## src/rtl/udp_rx_ctrl_if.sv

```systemverilog
// udp_rx_ctrl_if: receive-RAM read port and downstream FIFO write port of the UDP receive controller
interface udp_rx_ctrl_if;
    logic        udp_rec_data_valid;
    logic [15:0] udp_rec_data_length;
    logic [10:0] udp_rec_ram_read_addr;
    logic [7:0]  udp_rec_ram_rdata;
    logic [10:0] fifo_wr_count;
    logic        fifo_wr_en;
    logic [7:0]  fifo_wr_data;

    modport master (
        input  udp_rec_data_valid, udp_rec_data_length, udp_rec_ram_rdata, fifo_wr_count,
        output udp_rec_ram_read_addr, fifo_wr_en, fifo_wr_data
    );

    modport slave (
        output udp_rec_data_valid, udp_rec_data_length, udp_rec_ram_rdata, fifo_wr_count,
        input  udp_rec_ram_read_addr, fifo_wr_en, fifo_wr_data
    );
endinterface

```

## src/rtl/udp_rx_ctrl.sv

```systemverilog
// udp_rx_ctrl: unloads each received UDP payload from the receive RAM into the RX data FIFO
module udp_rx_ctrl #(
    parameter int FIFO_DEPTH    = 2048,
    parameter int MAX_PAYLOAD   = 1472,
    parameter int SPACE_TIMEOUT = 125_000_000
) (
    input  logic          gmii_rx_clk,
    input  logic          rst_n,
    udp_rx_ctrl_if.master bus,
    output logic          rx_busy,
    output logic          pkt_done,
    output logic [15:0]   rx_pkt_cnt,
    output logic [15:0]   rx_drop_cnt
);
    typedef enum logic [2:0] {IDLE, CHECK, WAIT_SPACE, READ, LAST} state_t;

    state_t      state, state_nxt;
    logic [15:0] len_q, pay_len, l_now, drop_inc;
    logic [11:0] free;
    logic [31:0] wait_cnt;
    logic        drop_chk, drop_to, space_chk, space_wait, last_addr, stray, drop_now;

    assign l_now      = len_q - 16'd8;
    assign free       = 12'(FIFO_DEPTH) - {1'b0, bus.fifo_wr_count};
    assign drop_chk   = (len_q < 16'd9) || (l_now > 16'(MAX_PAYLOAD));
    assign space_chk  = {4'd0, free} >= l_now;
    assign space_wait = {4'd0, free} >= pay_len;
    assign drop_to    = wait_cnt == 32'(SPACE_TIMEOUT);
    assign last_addr  = {5'd0, bus.udp_rec_ram_read_addr} == pay_len - 16'd1;
    assign stray      = bus.udp_rec_data_valid && state != IDLE;

    // state register
    always_ff @(posedge gmii_rx_clk or negedge rst_n) begin
        if (!rst_n) state <= IDLE;
        else        state <= state_nxt;
    end

    // next-state decision: length/space checks, space wait with timeout, address walk
    always_comb begin
        state_nxt = state;
        case (state)
            IDLE:       state_nxt = bus.udp_rec_data_valid ? CHECK : IDLE;
            CHECK:      state_nxt = drop_chk ? IDLE : space_chk ? READ : WAIT_SPACE;
            WAIT_SPACE: state_nxt = space_wait ? READ : drop_to ? IDLE : WAIT_SPACE;
            READ:       state_nxt = last_addr ? LAST : READ;
            LAST:       state_nxt = IDLE;
            default:    state_nxt = IDLE;
        endcase
    end

    // state-derived outputs; a stray valid and a drop in the same cycle count twice
    always_comb begin
        rx_busy  = state != IDLE;
        drop_now = (state == CHECK && drop_chk) || (state == WAIT_SPACE && !space_wait && drop_to);
        drop_inc = 16'(stray) + 16'(drop_now);
    end

    // datapath: length capture, wait timer, RAM address and the one-cycle-delayed FIFO write
    always_ff @(posedge gmii_rx_clk or negedge rst_n) begin
        if (!rst_n) begin
            len_q                     <= '0;
            pay_len                   <= '0;
            wait_cnt                  <= '0;
            bus.udp_rec_ram_read_addr <= '0;
            bus.fifo_wr_en            <= 1'b0;
            bus.fifo_wr_data          <= '0;
            pkt_done                  <= 1'b0;
        end else begin
            if (state == IDLE && bus.udp_rec_data_valid) len_q <= bus.udp_rec_data_length;
            if (state == CHECK) pay_len <= l_now;
            wait_cnt                  <= state == WAIT_SPACE ? wait_cnt + 32'd1 : 32'd0;
            bus.udp_rec_ram_read_addr <= state == READ ? bus.udp_rec_ram_read_addr + 11'd1 : 11'd0;
            bus.fifo_wr_en            <= state == READ;
            bus.fifo_wr_data          <= bus.udp_rec_ram_rdata;
            pkt_done                  <= state == LAST;
        end
    end

    // accepted and dropped packet counters, both wrapping
    always_ff @(posedge gmii_rx_clk or negedge rst_n) begin
        if (!rst_n) begin
            rx_pkt_cnt  <= '0;
            rx_drop_cnt <= '0;
        end else begin
            rx_pkt_cnt  <= rx_pkt_cnt + 16'(state == LAST);
            rx_drop_cnt <= rx_drop_cnt + drop_inc;
        end
    end
endmodule

```

## src/flat_wrapper.sv

```systemverilog
// flat-port wrapper written by rule: the top's interface ports become plain ports
module udp_rx_ctrl_flat 
#(
    parameter int FIFO_DEPTH    = 2048,
    parameter int MAX_PAYLOAD   = 1472,
    parameter int SPACE_TIMEOUT = 125_000_000
)
  (gmii_rx_clk, rst_n, rx_busy, pkt_done, rx_pkt_cnt, rx_drop_cnt, bus_udp_rec_data_valid, bus_udp_rec_data_length, bus_udp_rec_ram_rdata, bus_fifo_wr_count, bus_udp_rec_ram_read_addr, bus_fifo_wr_en, bus_fifo_wr_data);
  udp_rx_ctrl_if bus_i ();
  input  logic gmii_rx_clk;
  input  logic rst_n;
  output logic rx_busy;
  output logic pkt_done;
  output logic [15:0] rx_pkt_cnt;
  output logic [15:0] rx_drop_cnt;
  input wire logic [$bits(bus_i.udp_rec_data_valid)-1:0] bus_udp_rec_data_valid;
  input wire logic [$bits(bus_i.udp_rec_data_length)-1:0] bus_udp_rec_data_length;
  input wire logic [$bits(bus_i.udp_rec_ram_rdata)-1:0] bus_udp_rec_ram_rdata;
  input wire logic [$bits(bus_i.fifo_wr_count)-1:0] bus_fifo_wr_count;
  output wire logic [$bits(bus_i.udp_rec_ram_read_addr)-1:0] bus_udp_rec_ram_read_addr;
  output wire logic [$bits(bus_i.fifo_wr_en)-1:0] bus_fifo_wr_en;
  output wire logic [$bits(bus_i.fifo_wr_data)-1:0] bus_fifo_wr_data;
  assign bus_i.udp_rec_data_valid = bus_udp_rec_data_valid;
  assign bus_i.udp_rec_data_length = bus_udp_rec_data_length;
  assign bus_i.udp_rec_ram_rdata = bus_udp_rec_ram_rdata;
  assign bus_i.fifo_wr_count = bus_fifo_wr_count;
  assign bus_udp_rec_ram_read_addr = bus_i.udp_rec_ram_read_addr;
  assign bus_fifo_wr_en = bus_i.fifo_wr_en;
  assign bus_fifo_wr_data = bus_i.fifo_wr_data;
  udp_rx_ctrl #(.FIFO_DEPTH(FIFO_DEPTH), .MAX_PAYLOAD(MAX_PAYLOAD), .SPACE_TIMEOUT(SPACE_TIMEOUT)) u_core (.gmii_rx_clk(gmii_rx_clk), .rst_n(rst_n), .bus(bus_i), .rx_busy(rx_busy), .pkt_done(pkt_done), .rx_pkt_cnt(rx_pkt_cnt), .rx_drop_cnt(rx_drop_cnt));
endmodule
```

## config.mk

```make
export PLATFORM = sky130hd
export DESIGN_NAME = udp_rx_ctrl_flat
export DESIGN_NICKNAME = d
export VERILOG_FILES = /design/src/rtl/udp_rx_ctrl_if.sv /design/src/rtl/udp_rx_ctrl.sv /design/src/flat_wrapper.sv
export SDC_FILE = /design/constraint.sdc
export NUM_CORES = 1
export LEC_CHECK = 0
export CAP_MARGIN = 20
export CORE_MARGIN = 2
export CORE_UTILIZATION = 24
export DETAILED_ROUTE_END_ITERATION = 12
export GPL_TIMING_DRIVEN = 0
export SLEW_MARGIN = 5
export SYNTH_ARGS = -nofsm -noshare
export SYNTH_HDL_FRONTEND = slang
export SYNTH_SLANG_ARGS = --single-unit
```

## constraint.sdc

```tcl
create_clock -name gmii_rx_clk -period 4.05 [get_ports gmii_rx_clk]
set_input_delay 0.405 -clock gmii_rx_clk [delete_from_list [all_inputs] [get_ports gmii_rx_clk]]
set_output_delay 0.405 -clock gmii_rx_clk [all_outputs]
set_load 0.02 [all_outputs]
```

# Yosys cells after proc, flatten, opt, wreduce, memory -nomap -nowiden

Cells that the tools add are included.

Flip-flop bits (word level): 120
Bits of input ports: 38
Output and inout port bits: 54

Equal/unequal tests: 6
$lt $le $gt $ge: 4
Multiplexer cells: 9
Reduce and logical (&&, ||, !) cells: 10
Add/sub/neg operators: 8

Operators by type and width:

| cell                                                            | number |
|---|---|
| adder 32 x 1 -> 32 bit, second input constant                   | 1 |
| == test 32 x 27 -> 1 bit, second input constant                 | 1 |
| >= comparator 12 x 16 -> 1 bit                                  | 2 |
| 2-to-1 mux 32 bit                                               | 1 |
| adder 16 x 1 -> 16 bit                                          | 1 |
| adder 16 bit                                                    | 1 |
| == test 11 x 16 -> 1 bit                                        | 1 |
| greater-than comparator 16 x 11 -> 1 bit, second input constant | 1 |
| < comparator 16 x 4 -> 1 bit, second input constant             | 1 |
| subtractor 16 x 1 -> 16 bit, second input constant              | 1 |
| subtractor 16 x 4 -> 16 bit, second input constant              | 1 |
| one-hot mux 3 bit (4 select lines)                              | 1 |
| subtractor 12 x 11 -> 12 bit, first input constant              | 1 |
| adder 11 x 1 -> 11 bit, second input constant                   | 1 |
| 2-to-1 mux 11 bit                                               | 1 |
| 2-to-1 mux 3 bit                                                | 3 |
| == test 3 x 2 -> 1 bit, second input constant                   | 2 |
| logical AND 1 bit                                               | 5 |
| == test 3 x 1 -> 1 bit, second input constant                   | 1 |
| == test 3 bit, second input constant                            | 1 |
| zero test 3 bit                                                 | 1 |
| nonzero test 3 bit                                              | 1 |
| adder 1 x 1 -> 2 bit                                            | 1 |
| logical OR 1 bit                                                | 2 |
| 3 further kinds                                                 | 4 |

# Logic depth before layout (Yosys ltp)

Word-level depth: 8
Gate-level depth with buffers: 21

# Worst setup path after synthesis

No wires, ideal clock.

Path type: in2reg
From: input bus_fifo_wr_count[5]
To: register u_core.rx_drop_cnt[14]
Data required time: 3.921 ns
Arrival time: 4.094 ns
Setup time: 0.129 ns
Stages: 20
Path buffers: 0
Path slack: -0.174 ns
Cell sequence: nor4_1 nand2_1 nor3_1 xnor2_1 ha_1 nand2_1 nor3_1 o31ai_1 a311oi_1 nor3_1 a211o_1 ha_1 ha_1 inv_1 fa_1 nor2_1 and3_1 nor2b_1 nand3_1 xnor2_1

Word-level cells in the longest chain between the ends: 8

Ends and longest elaborated chain:

| element                         | line               | RTL |
|---|---|---|
| from (decl)                     | flat_wrapper.sv:19 | `input wire logic [$bits(bus_i.fifo_wr_count)-1:0] bus_fifo_wr_count;` |
| subtractor 12 x 11 -> 12 bit    | udp_rx_ctrl.sv:24  | `assign free = 12'(FIFO_DEPTH) - {1'b0, bus.fifo_wr_count};` |
| >= comparator 12 x 16 -> 1 bit  | udp_rx_ctrl.sv:27  | `assign space_wait = {4'd0, free} >= pay_len;` |
| zero test 1 bit                 | udp_rx_ctrl.sv:54  | `drop_now = (state == CHECK && drop_chk) \|\| (state == WAIT_SPACE && !space_wait && drop_to);` |
| logical AND 1 bit (2 in series) | udp_rx_ctrl.sv:54  |  |
| logical OR 1 bit                | udp_rx_ctrl.sv:54  |  |
| adder 1 x 1 -> 2 bit            | udp_rx_ctrl.sv:55  | `drop_inc = 16'(stray) + 16'(drop_now);` |
| adder 16 bit                    | udp_rx_ctrl.sv:86  | `rx_drop_cnt <= rx_drop_cnt + drop_inc;` |
| to (signal assigned)            | udp_rx_ctrl.sv:86  |  |
| to (decl)                       | udp_rx_ctrl.sv:13  | `output logic [15:0] rx_drop_cnt` |

Every way passes these cells.
A chain may end at the register's enable or synchronous reset.

# Worst setup path after layout

From: input bus_fifo_wr_count[7]
To: register u_core.rx_drop_cnt[14]

The elaborated chain is that of the path after synthesis.

==> impl_results.md <==
- Final Hold Viols: 0
- Rel. slew slack: 44.6%
- First-pass GRT wire length: 26100 um
- Wire per inst: 13.8 um
- Worst min path class: in2reg
- Max Cap Viol: 0
- Register area share after synthesis: 46.0%
- GRT Total Usage: 11.5%
- Largest net degree at the start of global routing: 76
- Vias in the first global route: 5064
- Initial core utilization: 24.4%
- Worst Setup Slack, final: 5.84 ps
- Die Height: 169 um
- Placer Congestion: 0.786
- Post-Syn Area: 0.00653 mm^2
- Clock sink count: 120
- Status: completed
- Max VDD drop: 0.276 mV
- Share of cells above drive strength 1: 14.2%
- Startpoint types: input pin
- CTS clock-pin slew for the worst setup and hold paths: 60 ps
- Tmin final: 4040 ps
- Vias per cell: 4.49
- Psw: 0.000796 W
- Final setup skew: 7.35 ps
- Nets: 855
- Clk root buf: clkbuf_16
- Antenna Nets Post-Route: 0
- Grt ovf: 0
- Post-synthesis async set-or-reset flop share: 100%
- Crit path required time: 4350 ps
- H-tree depth: 4
- Top_reg_cell synth: dfrtp_1
- Worst-margin pin slew: 830 ps
- Final setup vio count: 0
- CTS tree: yes
- DRC: 0
- Final Max Slew Viols: 0
- Antenna violations before repair: 0
- IO buf count: 91
- Routed WL: 15700 um
- Sw frac: 22.8%
- Synthesis-to-finish area growth: 37.0%
- Syn_nets: 728
- Core Box Area: 0.0268 mm^2
- Num CTS Buffers: 17
- Gate power share: 11.2%
- RSZ-0062 raised after global routing: yes
- Power per standard cell area: 390 mW/mm^2
- Die area: 0.0285 mm^2
- Cell variety after synth: 59
- Clock power share: 51.5%
- Cell Int Power: 0.00269 W
- Crit end category: flop
- FF+latch count, synth: 120
- Rows: 60
- Die W: 169 um
- Ys Warns: 0
- Total Power: 0.00349 W
- Antenna diodes: 0
- Sequential Power Share: 37.3%
- Vias after detailed routing: 5100
- Post-Syn Area per Cell: 9.98 um^2
- DRT Pass-1 Iters: 5
- EDFF count, synth: 0
- Clock buffer depth: 2
- Syn Inst Count: 654
- Fmax: 0.247 GHz
- HPWL Detailed: 11600 um
- IO Count: 92
- Period utilization: 99.9%
- Crit Path Class: in2reg
- Setup WS pre-CTS: -1230 ps
- Critical path fanouts, max: 4
- CP arrival: 4340 ps
- 1st-iter DRT viols: 227
- Hold Path Depth: 1
- Leak pwr: 3.70 nW
- Worst Reg-to-Reg Cells: 14
- Clk Latency, worst-skew pair: 410 ps
power groups by stage:
stage	clock network [W]	registers [W]	logic [W]
global route	0.00190	0.00131	0.000430
detailed placement	0	0.00132	0.000356
finish	0.00180	0.00130	0.000390
CTS	0.00184	0.00130	0.000385
floorplan	0	0.00136	0.000126
global placement	0	0.00132	0.000347
layout make-up:
| class | instances | area (um^2) |
|---|---|---|
| Clock inverter | 11 | 243 |
| Multi-Input combinational cell | 489 | 3570 |
| Fill cell | 2708 | 17900 |
| Timing Repair Buffer | 108 | 1070 |
| Clock buffer | 21 | 460 |
| Buffer | 17 | 73.8 |
| Inverter | 28 | 105 |
| Tap cell | 341 | 427 |
| Sequential cell | 120 | 3000 |
state kept, by name (all words and copies together), names as in the netlist:
name / count
u_core.wait_cnt: 32
u_core.len_q: 16
u_core.pay_len: 16
u_core.rx_drop_cnt: 16
u_core.rx_pkt_cnt: 16
u_core.bus.udp_rec_ram_read_addr: 11
u_core.bus.fifo_wr_data: 8
u_core.state: 3
u_core.bus.fifo_wr_en: 1
u_core.pkt_done: 1
routing by layer:
| metal | up-vias | GRT usage [%] | routed length, um |
|---|---|---|---|
| li1 | 2551 | - | - |
| met2 | 75 | 19.6 | 7710 |
| met1 | 2460 | 14.3 | 7150 |
| met3 | 14 | 2.74 | 598 |
| met5 | - | 0 | 0 |
| met4 | 0 | 3.60 | 204 |
stage by stage:
stage          area [um^2]  instances  hold slack, ps  TNS [ps]  utilization, %
6_report              8950       1135             429         0            33.4
5_1_grt               8950       1135             413      -876            33.4
4_1_cts               8870       1129             410         0            33.1
3_5_place_dp          7920       1087             369    -12990            29.5
3_3_place_gp          7890       1086             463   -300420            29.4
2_1_floorplan         6550        654             109         0               -
worst max-delay path, stage by stage:
cell             delay (ps)
clkdlybuf4s15_2         250
or4_4                   560
nor2_4                  140
xnor2_2                  90
ha_1                    280
o21ai_0                  70
nand2b_1                 70
a21oi_1                  80
a311oi_2                390
nor3_2                  100
a211o_1                 280
ha_1                    290
ha_2                    170
inv_2                    40
fa_2                    380
nor2_4                  120
and3_4                  190
nor2b_4                 180
nand3_2                 100
xnor2_2                 140
timing repair:
item,CTS,global route
buffers inserted,9,6
hold buffers,1,0
endpoints found under the hold margin,45,0
pin swaps,20,5
resized for setup,70,5
setup endpoints to repair,14,10
path summary, 6_finish.rpt:
check                                          startpoint                                    to  slack (ps)
max                                  bus_fifo_wr_count[7]      u_core.rx_drop_cnt[14]$_DFF_PN0_           6
min                              bus_udp_rec_ram_rdata[2]  u_core.bus.fifo_wr_data[2]$_DFF_PN0_         430
max reg2reg                   u_core.len_q[6]$_DFFE_PN0P_      u_core.rx_drop_cnt[14]$_DFF_PN0_          60
min reg2reg                u_core.pay_len[14]$_DFFE_PN0P_        u_core.pay_len[14]$_DFFE_PN0P_         480
max in group asynchronous                           rst_n        u_core.pay_len[12]$_DFFE_PN0P_        2820
min in group asynchronous                           rst_n       u_core.rx_pkt_cnt[13]$_DFF_PN0_         510
cells in the final DEF, fill, tap and decap left out, drive strengths merged, types with 5 or more instances in the layout:
| cell | netlist | layout |
|---|---|---|
| a21oi | 10 | 10 |
| and2 | 8 | 8 |
| and3 | 18 | 18 |
| and4 | 5 | 5 |
| buf | 4 | 24 |
| bufinv | 0 | 7 |
| clkbuf | 13 | 34 |
| clkdlybuf4s50 | 0 | 80 |
| dfrtp | 120 | 120 |
| ha | 35 | 35 |
| inv | 28 | 28 |
| mux2 | 14 | 14 |
| nand2 | 56 | 56 |
| nand2b | 6 | 6 |
| nand3 | 26 | 26 |
| nand4 | 16 | 16 |
| nor2 | 62 | 62 |
| nor2b | 6 | 6 |
| nor3 | 13 | 13 |
| nor3b | 7 | 7 |
| nor4 | 8 | 8 |
| nor4b | 5 | 5 |
| o21ai | 34 | 34 |
| o31ai | 5 | 5 |
| or3 | 9 | 9 |
| or4 | 6 | 6 |
| xnor2 | 49 | 49 |
| xor2 | 46 | 46 |
cells in the mapped netlist (all sizes together) (2+ instances only):
| library cell | number | area, um^2 |
|---|---|---|
| nor3b | 7 | 52.6 |
| a221oi | 2 | 17.5 |
| o211ai | 3 | 22.5 |
| o31ai | 5 | 37.5 |
| nand4 | 16 | 100 |
| nand2b | 6 | 37.5 |
| xor2 | 46 | 403 |
| or2 | 4 | 25.0 |
| dfrtp | 120 | 3000 |
| o21ai | 34 | 170 |
| a211oi | 2 | 15.0 |
| and3 | 18 | 113 |
| ha | 35 | 438 |
| nor3 | 13 | 65.1 |
| xnor2 | 49 | 429 |
| buf | 4 | 25.0 |
| o21a | 2 | 15.0 |
| mux2i | 2 | 20.0 |
| or4b | 2 | 20.0 |
| a2111oi | 4 | 35.0 |
| or4 | 6 | 45.0 |
| nand2 | 56 | 210 |
| nand3 | 26 | 130 |
| or3 | 9 | 56.3 |
| and4 | 5 | 43.8 |
| and2 | 8 | 50.1 |
| nor2b | 6 | 37.5 |
| nor4 | 8 | 56.3 |
| nand3b | 3 | 22.5 |
| inv | 28 | 105 |
| nor2 | 62 | 233 |
| clkbuf | 13 | 48.8 |
| nor4b | 5 | 43.8 |
| a21o | 2 | 15.0 |
| a21oi | 10 | 50.1 |
| mux2 | 14 | 158 |
kinds of logic (layout without fill, tap and decap cells):
family	Yosys count	count (layout)	share of synthesized area [%]
AOI/OAI and AO/OA	79	79	7.86
xor gates and xnor gates	95	95	12.7
adders and majority gates	36	36	7.01
buffers and inverters	45	185	2.74
DFF	120	120	46.0
muxes	16	16	2.72
and+or+nand+nor	263	263	20.9
(Power assumes the default switching activity.)
